$ cat src/rtl/ntt_ctrl_pkg.sv
// Shared definitions for the NTT job control blocks: FSM encoding, defaults, helpers.
// Latency: n/a (declarations only).
// Backpressure: n/a.
package ntt_ctrl_pkg;

  // Default number of requesters sharing one NTT core
  localparam int NREQ_DEFAULT = 4;

  // FSM state encoding
  localparam logic [2:0] ST_IDLE  = 3'd0;
  localparam logic [2:0] ST_CLR   = 3'd1;
  localparam logic [2:0] ST_START = 3'd2;
  localparam logic [2:0] ST_RUN   = 3'd3;
  localparam logic [2:0] ST_DONE  = 3'd4;

  typedef enum logic [2:0] {
    IDLE  = ST_IDLE,
    CLR   = ST_CLR,
    START = ST_START,
    RUN   = ST_RUN,
    DONE  = ST_DONE
  } state_e;

  // Ceiling log2, minimum result 1 so it can size index vectors directly
  function automatic int clog2(input int value);
    int r;
    r = 0;
    while ((1 << r) < value) begin
      r = r + 1;
    end
    if (r == 0) begin
      r = 1;
    end
    return r;
  endfunction

endpackage

$ cat src/rtl/ntt_job_arbiter_rr.sv
// Round-robin pick: first set request searching upward from ptr+1 with wrap.
// Latency: purely combinational.
// Backpressure: none; enable gates the pick, the caller decides when to latch it.
module rr_arbiter
  import ntt_ctrl_pkg::*;
#(
  parameter int NREQ  = NREQ_DEFAULT,
  parameter int PTR_W = clog2(NREQ)
) (
  input  logic [NREQ-1:0]  req_i,
  input  logic [PTR_W-1:0] ptr_i,
  input  logic             enable_i,
  output logic [NREQ-1:0]  sel_o,
  output logic             valid_o
);

  logic [PTR_W-1:0] idx;
  logic             found;

  // Walk the requesters starting just after the last owner; first hit wins
  always_comb begin
    sel_o = '0;
    found = 1'b0;
    idx   = '0;
    for (int i = 1; i <= NREQ; i++) begin
      idx = PTR_W'((int'(ptr_i) + i) % NREQ);
      if (enable_i && !found && req_i[idx]) begin
        sel_o[idx] = 1'b1;
        found      = 1'b1;
      end
    end
    valid_o = found;
  end

endmodule

$ cat src/rtl/ntt_job_arbiter.sv
// Round-robin job scheduler sharing one NTT/INTT core: grant, core clear, start, wait finish, done.
// Latency: grant 1 cycle after req in IDLE; done 2 cycles after core_finish rises; 1 IDLE cycle between jobs.
// Backpressure: req is a level held by the requester; it is ignored while a job is in flight (no abort).
// Optional watchdog on the RUN wait is built only when NTT_JOB_ARBITER_TIMEOUT_EN is defined.
module ntt_job_arbiter
  import ntt_ctrl_pkg::*;
#(
  parameter int NREQ           = NREQ_DEFAULT,
  parameter int RST_CYCLES     = 2,
  parameter int TIMEOUT_CYCLES = 65536,
  parameter int CNT_W          = 17
) (
  input  logic            clk,
  input  logic            rst,
  input  logic [NREQ-1:0] req,
  input  logic [NREQ-1:0] req_intt,
  output logic [NREQ-1:0] grant,
  output logic [NREQ-1:0] done,
  output logic            err,
  output logic            busy,
  output logic            core_rst,
  output logic            core_start,
  output logic            core_intt,
  input  logic            core_finish
);

  localparam int PTR_W = clog2(NREQ);
  localparam int RC_W  = clog2(RST_CYCLES);
  localparam logic [RC_W-1:0] RC_LAST = RC_W'(RST_CYCLES - 1);

  state_e            state_q, state_d;
  logic [NREQ-1:0]   grant_q, grant_d;
  logic [NREQ-1:0]   done_q, done_d;
  logic              busy_q, busy_d;
  logic              core_rst_q, core_rst_d;
  logic              core_start_q, core_start_d;
  logic              core_intt_q, core_intt_d;
  logic [PTR_W-1:0]  ptr_q, ptr_d;
  logic [RC_W-1:0]   rst_cnt_q, rst_cnt_d;
  logic              finish_q, finish_d;

  logic [NREQ-1:0]   arb_sel;
  logic              arb_vld;
  logic              arb_en;
  logic [PTR_W-1:0]  sel_idx;

`ifdef NTT_JOB_ARBITER_TIMEOUT_EN
  localparam logic [CNT_W-1:0] WD_LAST = CNT_W'(TIMEOUT_CYCLES - 1);
  logic [CNT_W-1:0]  wd_q, wd_d;
  logic              err_q, err_d;
`else
  logic              unused_cfg;
  assign unused_cfg = (TIMEOUT_CYCLES > CNT_W);
`endif

  // Arbitration only matters while idle; elsewhere the pick is held off
  assign arb_en = (state_q == IDLE);

  rr_arbiter #(
    .NREQ  (NREQ),
    .PTR_W (PTR_W)
  ) u_rr (
    .req_i    (req),
    .ptr_i    (ptr_q),
    .enable_i (arb_en),
    .sel_o    (arb_sel),
    .valid_o  (arb_vld)
  );

  // One-hot pick to index, becomes the next round-robin pointer
  always_comb begin
    sel_idx = '0;
    for (int i = 0; i < NREQ; i++) begin
      if (arb_sel[i]) begin
        sel_idx = PTR_W'(i);
      end
    end
  end

  // Next-state and registered-output decode
  always_comb begin
    state_d     = state_q;
    grant_d     = grant_q;
    done_d      = '0;
    core_intt_d = core_intt_q;
    ptr_d       = ptr_q;
    rst_cnt_d   = rst_cnt_q;
    // finish is only trusted in RUN; a stale level from the last job may linger before core_rst lands
    finish_d    = (state_q == RUN) && core_finish;
`ifdef NTT_JOB_ARBITER_TIMEOUT_EN
    wd_d        = wd_q;
    err_d       = 1'b0;
`endif

    case (state_q)
      IDLE: begin
        if (arb_vld) begin
          grant_d     = arb_sel;
          core_intt_d = |(req_intt & arb_sel);
          ptr_d       = sel_idx;
          rst_cnt_d   = '0;
          state_d     = CLR;
        end
      end
      CLR: begin
        if (rst_cnt_q == RC_LAST) begin
          state_d = START;
        end else begin
          rst_cnt_d = rst_cnt_q + 1'b1;
        end
      end
      START: begin
        state_d = RUN;
`ifdef NTT_JOB_ARBITER_TIMEOUT_EN
        wd_d    = '0;
`endif
      end
      RUN: begin
        // A finish seen on the same cycle as the timeout wins, so err stays low
        if (finish_q) begin
          state_d = DONE;
          done_d  = grant_q;
        end
`ifdef NTT_JOB_ARBITER_TIMEOUT_EN
        else if (wd_q == WD_LAST) begin
          state_d = DONE;
          done_d  = grant_q;
          err_d   = 1'b1;
        end else begin
          wd_d = wd_q + 1'b1;
        end
`endif
      end
      DONE: begin
        grant_d = '0;
        state_d = IDLE;
      end
      default: begin
        grant_d = '0;
        state_d = IDLE;
      end
    endcase

    // Core controls follow the state being entered so they line up with state_q
    core_rst_d   = (state_d == IDLE) || (state_d == CLR);
    core_start_d = (state_d == START);
    busy_d       = (state_d != IDLE);
  end

  // State and output registers; reset holds the core in its own reset
  always_ff @(posedge clk or posedge rst) begin
    if (rst) begin
      state_q      <= IDLE;
      grant_q      <= '0;
      done_q       <= '0;
      busy_q       <= 1'b0;
      core_rst_q   <= 1'b1;
      core_start_q <= 1'b0;
      core_intt_q  <= 1'b0;
      ptr_q        <= PTR_W'(NREQ - 1);
      rst_cnt_q    <= '0;
      finish_q     <= 1'b0;
    end else begin
      state_q      <= state_d;
      grant_q      <= grant_d;
      done_q       <= done_d;
      busy_q       <= busy_d;
      core_rst_q   <= core_rst_d;
      core_start_q <= core_start_d;
      core_intt_q  <= core_intt_d;
      ptr_q        <= ptr_d;
      rst_cnt_q    <= rst_cnt_d;
      finish_q     <= finish_d;
    end
  end

`ifdef NTT_JOB_ARBITER_TIMEOUT_EN
  // Watchdog counter and its error pulse
  always_ff @(posedge clk or posedge rst) begin
    if (rst) begin
      wd_q  <= '0;
      err_q <= 1'b0;
    end else begin
      wd_q  <= wd_d;
      err_q <= err_d;
    end
  end

  assign err = err_q;
`else
  assign err = 1'b0;
`endif

  assign grant      = grant_q;
  assign done       = done_q;
  assign busy       = busy_q;
  assign core_rst   = core_rst_q;
  assign core_start = core_start_q;
  assign core_intt  = core_intt_q;

endmodule

$ cat config.mk
export PLATFORM = sky130hd
export DESIGN_NAME = ntt_job_arbiter
export DESIGN_NICKNAME = d
export VERILOG_FILES = /design/src/rtl/ntt_ctrl_pkg.sv /design/src/rtl/ntt_job_arbiter_rr.sv /design/src/rtl/ntt_job_arbiter.sv
export SDC_FILE = /design/constraint.sdc
export NUM_CORES = 1
export LEC_CHECK = 0
export ABC_AREA = 1
export CAP_MARGIN = 20
export CORE_ASPECT_RATIO = 0.7
export CORE_MARGIN = 2
export CORE_UTILIZATION = 50
export CTS_CLUSTER_SIZE = 10
export DETAILED_ROUTE_END_ITERATION = 8
export PLACE_DENSITY = 0.77
export SLEW_MARGIN = 20
export SYNTH_ARGS = -nofsm -noshare
export SYNTH_HDL_FRONTEND = slang
export SYNTH_SLANG_ARGS = --single-unit
$ cat constraint.sdc
create_clock -name clk -period 2.8 [get_ports clk]
set_input_delay 0.56 -clock clk [delete_from_list [all_inputs] [get_ports clk]]
set_output_delay 0.56 -clock clk [all_outputs]
set_load 0.1 [all_outputs]
==> results of run 1 <==
## final cells by class
type                            count  area [um2]  share of cell area [%]
Multi-Input combinational cell    104         559                    39.9
Sequential cell                    19         479                    34.2
Timing Repair Buffer               22         190                    13.6
Inverter                           28         105                    7.50
Tap cell                           32        40.0                    2.86
Clock buffer                        3        22.5                    1.61
Clock inverter                      1        5.00                   0.357
## through the flow
stage               worst slack [ns]  area, um2  power, mW
finish                         0.469       1400       1.72
global route                   0.325       1400       1.85
CTS                            0.515       1400       1.71
detailed placement             0.517       1370       1.58
global placement               0.631       1370       1.55
floorplan                      0.807       1150       1.33
## critical path: stages (launching register included)
cell	delay, ns
dfstp_2	0.66
inv_2	0.12
ha_1	0.33
inv_1	0.10
nand3_1	0.11
nand3_2	0.10
nand2_1	0.10
nor2_1	0.25
nand3_1	0.13
nand2_2	0.13
nand2_1	0.07
nand2_1	0.06
nor2_1	0.05
nand2_1	0.06
## power groups by stage
| stage | logic [mW] | registers [mW] | clock network [mW] |
|---|---|---|---|
| after detailed placement | 1.11 | 0.468 | 0 |
| after global placement | 1.08 | 0.466 | 0 |
| after global routing | 1.22 | 0.476 | 0.151 |
| after CTS | 1.11 | 0.463 | 0.138 |
| final | 1.12 | 0.461 | 0.134 |
| after floorplan | 0.558 | 0.773 | 0 |
## routing by layer
layer	vias up	global-route usage, %	part of all wire (%)
met3	2	7.31	9.0
met1	460	28.6	46
met5	-	0	0
met2	51	29.1	45
met4	0	2.13	0.17
li1	514	-	-
## cell families after synthesis
| group | after synthesis | synth area share [%] |
|---|---|---|
| simple gates | 84 | 33.8 |
| fa+ha+maj | 8 | 8.70 |
| buf+inv | 29 | 9.78 |
| other cells | 1 | 0.326 |
| compound gates | 11 | 5.76 |
| flops | 19 | 41.6 |
## flip-flops by register name, summed over array words and instances (netlist names)
register,count
core_intt,1
finish_q,1
state_q,3
core_rst,1
done,4
rst_cnt_q,1
busy,1
core_start,1
ptr_q,2
grant,4
## worst min-delay path by stage
stage	start	end
6_report	grant[0]	done[0]
5_1_grt	core_intt	core_intt
4_1_cts	core_intt	core_intt
3_5_place_dp	core_intt	core_intt
3_3_place_gp	core_intt	core_intt
2_1_floorplan	finish_q	state_q[2]
## synthesized netlist by cell type
| library cell | number | area [um2] |
|---|---|---|
| nand2_2 | 1 | 6.26 |
| a21oi_1 | 1 | 5.00 |
| inv_1 | 26 | 97.6 |
| or2_4 | 1 | 8.76 |
| o21ai_2 | 1 | 8.76 |
| dfrtp_1 | 16 | 400 |
| buf_4 | 1 | 7.51 |
| o21bai_1 | 2 | 15.0 |
| dfstp_2 | 3 | 78.8 |
| o21ai_1 | 3 | 15.0 |
| nor2_2 | 2 | 12.5 |
| o211ai_1 | 1 | 7.51 |
| nor3_4 | 2 | 32.5 |
| nand3_1 | 10 | 50.1 |
| inv_2 | 2 | 7.51 |
| nand2_1 | 39 | 146 |
| o21ai_0 | 3 | 15.0 |
| nand4_1 | 4 | 25.0 |
| conb_1 | 1 | 3.75 |
| ha_1 | 8 | 100 |
| nor2_1 | 22 | 82.6 |
| nand3_2 | 2 | 20.0 |
| nor3_1 | 1 | 5.00 |
==> impl_metrics.ini, run 1 <==
[job]
drv_cap = 0

[timing]
period_share_pct = 83.2
fmax_ghz = 0.429
hold_viol_final = 0
finalSetupViolCount = 0
maxSlewViolCount = 0
fin_setup_tns_ns = 0
finalClockSkew_ns = 0.00613
layout_min_cycle_time_ns = 2.33
tightest_slew_ns = 0.665
hold_slack_ns = 0.527
rsz0062_at_grt = false
max_slew_margin_pct = 55.6

[synthesis]
ys_ff_latch = 19
syn_avg_cell_area_um2 = 7.57
synth.lib_cells_used.distinct = 23
syn_nets = 171
yosysSeqAreaShare_pct = 41.6
syn_inst = 152
synth_area_um2 = 1150
yosys_warnings = 0

[layout]
drive_gt1_share_pct = 16.9
final_cell_mix = nand2_1, inv_1, nor2_1, dfrtp_1, buf_4
layout_commonest_cell = nand2_1
fill_cells = 199
fin_nets = 197
final_cells = 209
synthToLayoutAreaGrowth_pct = 21.7
fin_util_pct = 64.5
n_antenna_cell = 0

[clock_network]
root_buffer = clkbuf_4
clockBufferDepth = 2
cts_buffers = 3
clk_latency_ns = 0.29
cts.htree.levels = 1
cts_resized = 0
hold_buffers = 0
clk_transition_reported_paths_ns = 0.11
postCtsSetupBuffers = 0
numClockSinks = 19
cts_tree = done

[critical_path]
r2r-start = ptr_q[0]
cp.arrival_ns = 2.57
reg2reg_to = core_intt
rrSetupSlack_ns = 0.47
crit_end = core_intt
end_kind = register
crit_type = register to register
worstRegToRegCells = 13
critPathLaunchType = register
cp.required_ns = 3.04
path_max_fanout = 10
crit_start = ptr_q[0]

[floorplanning]
die_w_um = 61.4
rows = 14
die_area_um2 = 2710
die-height_um = 44.1
initial_core_util_pct = 53.0
io_pins = 24
core_area_um2 = 2170

[power]
leakagePower_nw = 0.753
power_density_nw_per_um2 = 1230
seq_power_share_pct = 26.9
p_int_mw = 0.735
p_clk_share_pct = 7.8
comb_power_share_pct = 65.3
peakVddDrop_v = 0.000704
p_sw_mw = 0.982
switching_share_pct = 57.2

[global_route]
antenna_found_initial = 0
grt_first_pass_wirelength_um = 3880
track_usage_pct = 19.6
overflow = 0
grt_max_degree = 20
grt_pass1_vias = 885

[placed_design]
place_congestion = 0.928
portBuffers = 22
place_hpwl_um = 1930
placed_cells = 205

[drt]
avgRoutedWirePerCell_um = 11.6
via_count = 1027
postRouteAntennaNets = 0
first_iter_violations = 67
dr.pass1.iters = 4
drc = 0
wl_um = 2420
viasPerCell = 4.91

[run_status]
status = completed

[hold_path]
hold-path-cell-count = 2
hp-class = register to register
No activity file was read; power rests on OpenSTA's default activity.
==> run 2: changes to the inputs <==
==> constraint.sdc (replaced) <==
create_clock -name clk -period 2.4 [get_ports clk]
set_input_delay 0.48 -clock clk [delete_from_list [all_inputs] [get_ports clk]]
set_output_delay 0.48 -clock clk [all_outputs]
set_load 0.1 [all_outputs]
==> run 2 against run 1 <==
  * Maximum frequency up 5.1%
  * Via count shrank 0.78%
  * Cell count increased by 0.96%
  * Sequential power is 12% higher
  * Wire length is essentially flat
  * Clock power up 18%
  * Combinational power rose by 21%
  * First-iteration DRC count shrank 7.5%
  * Register-to-register slack worse by 0.29 ns
  * Power grew 18%
  * Flip-flop and latch count did not move
  * Critical path depth is 4 lower
  * Critical endpoint is now grant[3]
  * Highest routed layer is now met3
==> impl_metrics.ini, run 2 (same netlist as run 1, synthesis figures left out) <==
[floorplanning]
initial_core_util_pct = 53.0
io_pins = 24
die-height_um = 44.1
die_w_um = 61.4
core_area_um2 = 2170
die_area_um2 = 2710
rows = 14

[timing]
hold_viol_final = 0
finalSetupViolCount = 0
layout_min_cycle_time_ns = 2.22
fmax_ghz = 0.451
rsz0062_at_grt = false
fin_ws_ns = 0.183
tightest_slew_ns = 0.669
fin_setup_tns_ns = 0
period_share_pct = 92.4
max_slew_margin_pct = 55.3
finalClockSkew_ns = 0.00144
maxSlewViolCount = 0

[clock_network]
cts.htree.levels = 1
hold_buffers = 0
cts_tree = done
clockBufferDepth = 2
clk_latency_ns = 0.29
cts_buffers = 3
clk_transition_reported_paths_ns = 0.10
root_buffer = clkbuf_4
numClockSinks = 19

[drt]
first_iter_violations = 62
dr.pass1.iters = 4
viasPerCell = 4.83
postRouteAntennaNets = 0
wl_um = 2420
drc = 0
via_count = 1019
avgRoutedWirePerCell_um = 11.5

[placed_design]
place_congestion = 0.863
place_hpwl_um = 1870
place_area_um2 = 1380
portBuffers = 22
place_ws_ns = 0.153

[critical_path]
critPathLaunchType = register
cp.arrival_ns = 2.44
path_max_fanout = 8
cp_cell_sequence = inv_1 > ha_1 > inv_1 > nor2_1 > nor2_4 > nor3_4 > inv_2 > or2_4 > o21ai_1
critPathMaxStageDelay_ns = 0.58
end_kind = register
crit_type = register to register
cpMostUsedCell = inv_1
cp.required_ns = 2.62
slowest_stage = dfstp_2

[power]
leakagePower_nw = 0.762
power.total_mw = 2.03
peakVddDrop_v = 0.000823
power_density_nw_per_um2 = 1430

[global_route]
antenna_found_initial = 0
grt_max_degree = 20
grt_first_pass_wirelength_um = 3730
overflow = 0
grt_pass1_vias = 866
track_usage_pct = 19.1

[run_status]
status = completed

[layout]
fin_nets = 199
synthToLayoutAreaGrowth_pct = 23.6
layout_commonest_cell = nand2_1
n_antenna_cell = 0
fin_util_pct = 65.5
final_cell_mix = nand2_1, inv_1, nor2_1, dfrtp_1, buf_4
drive_gt1_share_pct = 17.9
post-route-cell-area_um2 = 1420

[hold_path]
hp-class = register to register

[job]
drv_cap = 0
## run 2: final timing paths
kind                       startpoint   endpoint  slack, ns  depth (start not counted)
min in group asynchronous         rst    done[1]       0.58                          2
min                         core_intt  core_intt       0.51                          2
min reg2reg                 core_intt  core_intt       0.51                          2
max                          ptr_q[1]   grant[3]       0.18                          9
max in group asynchronous         rst  core_intt       1.40                          2
max reg2reg                  ptr_q[1]   grant[3]       0.18                          9
## run 2: repair_timing
item	in CTS	in global routing
endpoints found under the setup margin	0	3
buffers inserted	0	1
gates resized for setup	0	2
## run 2: critical path, delay by kind of cell (launching register included)
family / cells / cell delay [ns]
AO/OA/AOI/OAI: 1 / 0.13
flip-flops: 1 / 0.58
AND/OR/NAND/NOR: 4 / 0.81
adder cells (fa/ha/maj): 1 / 0.34
buffers and inverters: 3 / 0.29
## run 2: cell type report
class | instances | area [um2]
flip-flops and latches | 19 | 479
multi-input cells | 104 | 567
fillers | 199 | 749
clock buffers | 4 | 26.3
repair buffers | 24 | 205
well taps | 32 | 40.0
inverters | 28 | 105
## run 2: power breakdown
group | leakage [nW] | internal [mW] | total, mW | switching [mW]
registers | 0.236 | 0.447 | 0.515 | 0.0684
clock network | 0.0150 | 0.0647 | 0.158 | 0.0935
logic | 0.510 | 0.369 | 1.36 | 0.991
## run 2: routing by layer
| metal | wire length, um | track usage, % |
|---|---|---|
| met1 | 1140 | 26.4 |
| met2 | 1120 | 29.1 |
| met3 | 157 | 6.73 |
| met4 | 0 | 4.26 |
| met5 | 0 | 0 |
## run 2: through the flow
stage	cells	hold WS (ns)
after floorplan	152	0.429
after global placement	206	0.507
after detailed placement	206	0.496
after CTS	210	0.521
after global routing	211	0.563
final	211	0.511
==> run 3: changes to the inputs <==
--- a/config.mk
+++ b/config.mk
@@ -9,10 +9,10 @@
 export CAP_MARGIN = 20
 export CORE_ASPECT_RATIO = 0.7
 export CORE_MARGIN = 2
-export CORE_UTILIZATION = 50
+export CORE_UTILIZATION = 45
 export CTS_CLUSTER_SIZE = 10
 export DETAILED_ROUTE_END_ITERATION = 8
-export PLACE_DENSITY = 0.77
+export PLACE_DENSITY = 0.74
 export SLEW_MARGIN = 20
 export SYNTH_ARGS = -nofsm -noshare
 export SYNTH_HDL_FRONTEND = slang
==> constraint.sdc (replaced) <==
create_clock -name clk -period 1.8 [get_ports clk]
set_input_delay 0.36 -clock clk [delete_from_list [all_inputs] [get_ports clk]]
set_output_delay 0.36 -clock clk [all_outputs]
set_load 0.1 [all_outputs]
==> run 3 against run 2 <==
  * Global-route usage rose by 1.8 points
  * Critical path depth grew 4
  * Cell count grew 5.7%
  * Register-to-register slack got worse by 0.39 ns
  * Highest routed layer is now met4
  * Non-clock buffer count rose by 10
  * Wire length grew 24%
  * Largest cell class unchanged
  * Clock power is 37% higher
  * The run now ends with setup timing left
==> impl_metrics.ini, run 3 (same netlist as run 1, synthesis figures left out) <==
[power]
power.total_mw = 3.44
p_sw_mw = 1.82
p_clk_share_pct = 6.3
p_int_mw = 1.62
comb_power_share_pct = 72.5
peakVddDrop_v = 0.00127
leakagePower_nw = 0.867
power_density_nw_per_um2 = 1950
seq_power_share_pct = 21.2
switching_share_pct = 52.9

[timing]
layout_min_cycle_time_ns = 2.01
rsz0062_at_grt = true
finalClockSkew_ns = 0.00590
hold_viol_final = 0
fin_ws_ns = -0.210
finalSetupViolCount = 10
fmax_ghz = 0.498
maxSlewViolCount = 0
period_share_pct = 112

[floorplanning]
core_area_um2 = 2440
die_w_um = 64.5
io_pins = 24
die-height_um = 46.3
rows = 15
die_area_um2 = 2990
initial_core_util_pct = 47.2

[layout]
n_antenna_cell = 0
final_cells = 223
drive_gt1_share_pct = 32.8
final_cell_mix = nand2_1, inv_1, dfrtp_1, nor2_1, buf_12
fin_nets = 209
synthToLayoutAreaGrowth_pct = 53.2
layout_commonest_cell = nand2_1

[global_route]
overflow = 0
grt_first_pass_wirelength_um = 4550
grt_max_degree = 20
track_usage_pct = 20.8
antenna_found_initial = 0
grt_pass1_vias = 1036

[drt]
wl_um = 3000
via_count = 1129
first_iter_violations = 79
postRouteAntennaNets = 0
dr.pass1.iters = 4
avgRoutedWirePerCell_um = 13.4
viasPerCell = 5.06
drc = 0

[placed_design]
portBuffers = 22
place_congestion = 0.838
placed_cells = 215
place_hpwl_um = 2180

[critical_path]
worstRegToRegCells = 13
cpMostUsedCell = nand2_1
cp_cell_sequence = buf_4 > buf_6 > nand2_1 > nand3_1 > nand3_2 > nand3_4 > nor2_2 > nor2_2 > nand2_2 > nand2_2 > nand2_1 > nor2_1 > nand2_1
path_max_fanout = 9
end_kind = register
slowest_stage = dfstp_2
crit_type = register to register
cp.required_ns = 2.01
critPathMaxStageDelay_ns = 0.58
cp.arrival_ns = 2.22
critPathLaunchType = register

[run_status]
violations = setup timing
status = finished, violations left

[job]
drv_cap = 0

[clock_network]
clk_latency_ns = 0.31
clockBufferDepth = 2
cts.htree.levels = 1
hold_buffers = 0
root_buffer = clkbuf_4
cts_tree = done
cts_buffers = 3
numClockSinks = 19
clk_transition_reported_paths_ns = 0.10

[hold_path]
hp-class = input port to asynchronous set/reset pin
run 3: cell count changes in the layout (fill, tap and decap cells not counted), sizes merged:
cell and delta:
buf +10
run 3: power groups by stage:
stage / Combinational [mW] / Clock (mW) / Sequential (mW)
after global placement: 2.07 / 0 / 0.729
after global routing: 2.66 / 0.238 / 0.743
final: 2.49 / 0.217 / 0.728
after detailed placement: 2.14 / 0 / 0.736
after CTS: 2.24 / 0.224 / 0.727
after floorplan: 0.930 / 0 / 1.21
run 3: metal layers:
layer / global-route usage (%) / wire [um] / up-vias
met3: 6.60 / 203 / 8
met4: 8.09 / 68 / 0
met2: 35.8 / 1500 / 55
met5: 0 / 0 / -
li1: - / - / 542
met1: 25.2 / 1220 / 524
run 3: path summary, 6_finish.rpt:
check	slack [ns]	start	endpoint
max reg2reg	-0.21	ptr_q[0]	core_intt
min in group clk	0.53	finish_q	state_q[2]
min reg2reg	0.53	finish_q	state_q[2]
min	0.36	rst	done[0]
max	-0.21	ptr_q[0]	core_intt
max in group asynchronous	1.18	rst	core_rst
run 3: repair_timing:
action                     in CTS  in global routing
resized for setup              10                 16
buffers inserted                1                  3
cloned                          0                  0
setup endpoints to repair       9                 10
pin swaps                       8                 11
run 3: worst max-delay path: cells and delay by family, from the launching register on:
kind | cells | cell delay [ns]
buffers and inverters | 2 | 0.26
DFF | 1 | 0.58
and+or+nand+nor | 11 | 1.08
run 3: metrics by stage:
step / setup slack [ns] / util [%] / hold WS [ns] / TNS (ns) / cell area [um2]
floorplan: -0.110 / - / 0.309 / -0.495 / 1180
global placement: -0.109 / 66.3 / 0.510 / -0.610 / 1620
detailed placement: -0.184 / 66.3 / 0.514 / -1.21 / 1620
CTS: -0.118 / 68.9 / 0.361 / -0.693 / 1680
global route: -0.264 / 72.3 / 0.392 / -2.26 / 1760
finish: -0.210 / 72.3 / 0.357 / -1.40 / 1760
run 3: cell type report:
class	instances	area [um2]
fillers	171	677
multi-input cells	104	664
flip-flops and latches	19	479
repair buffers	34	438
inverters	28	113
well taps	34	42.5
clock buffers	4	26.3
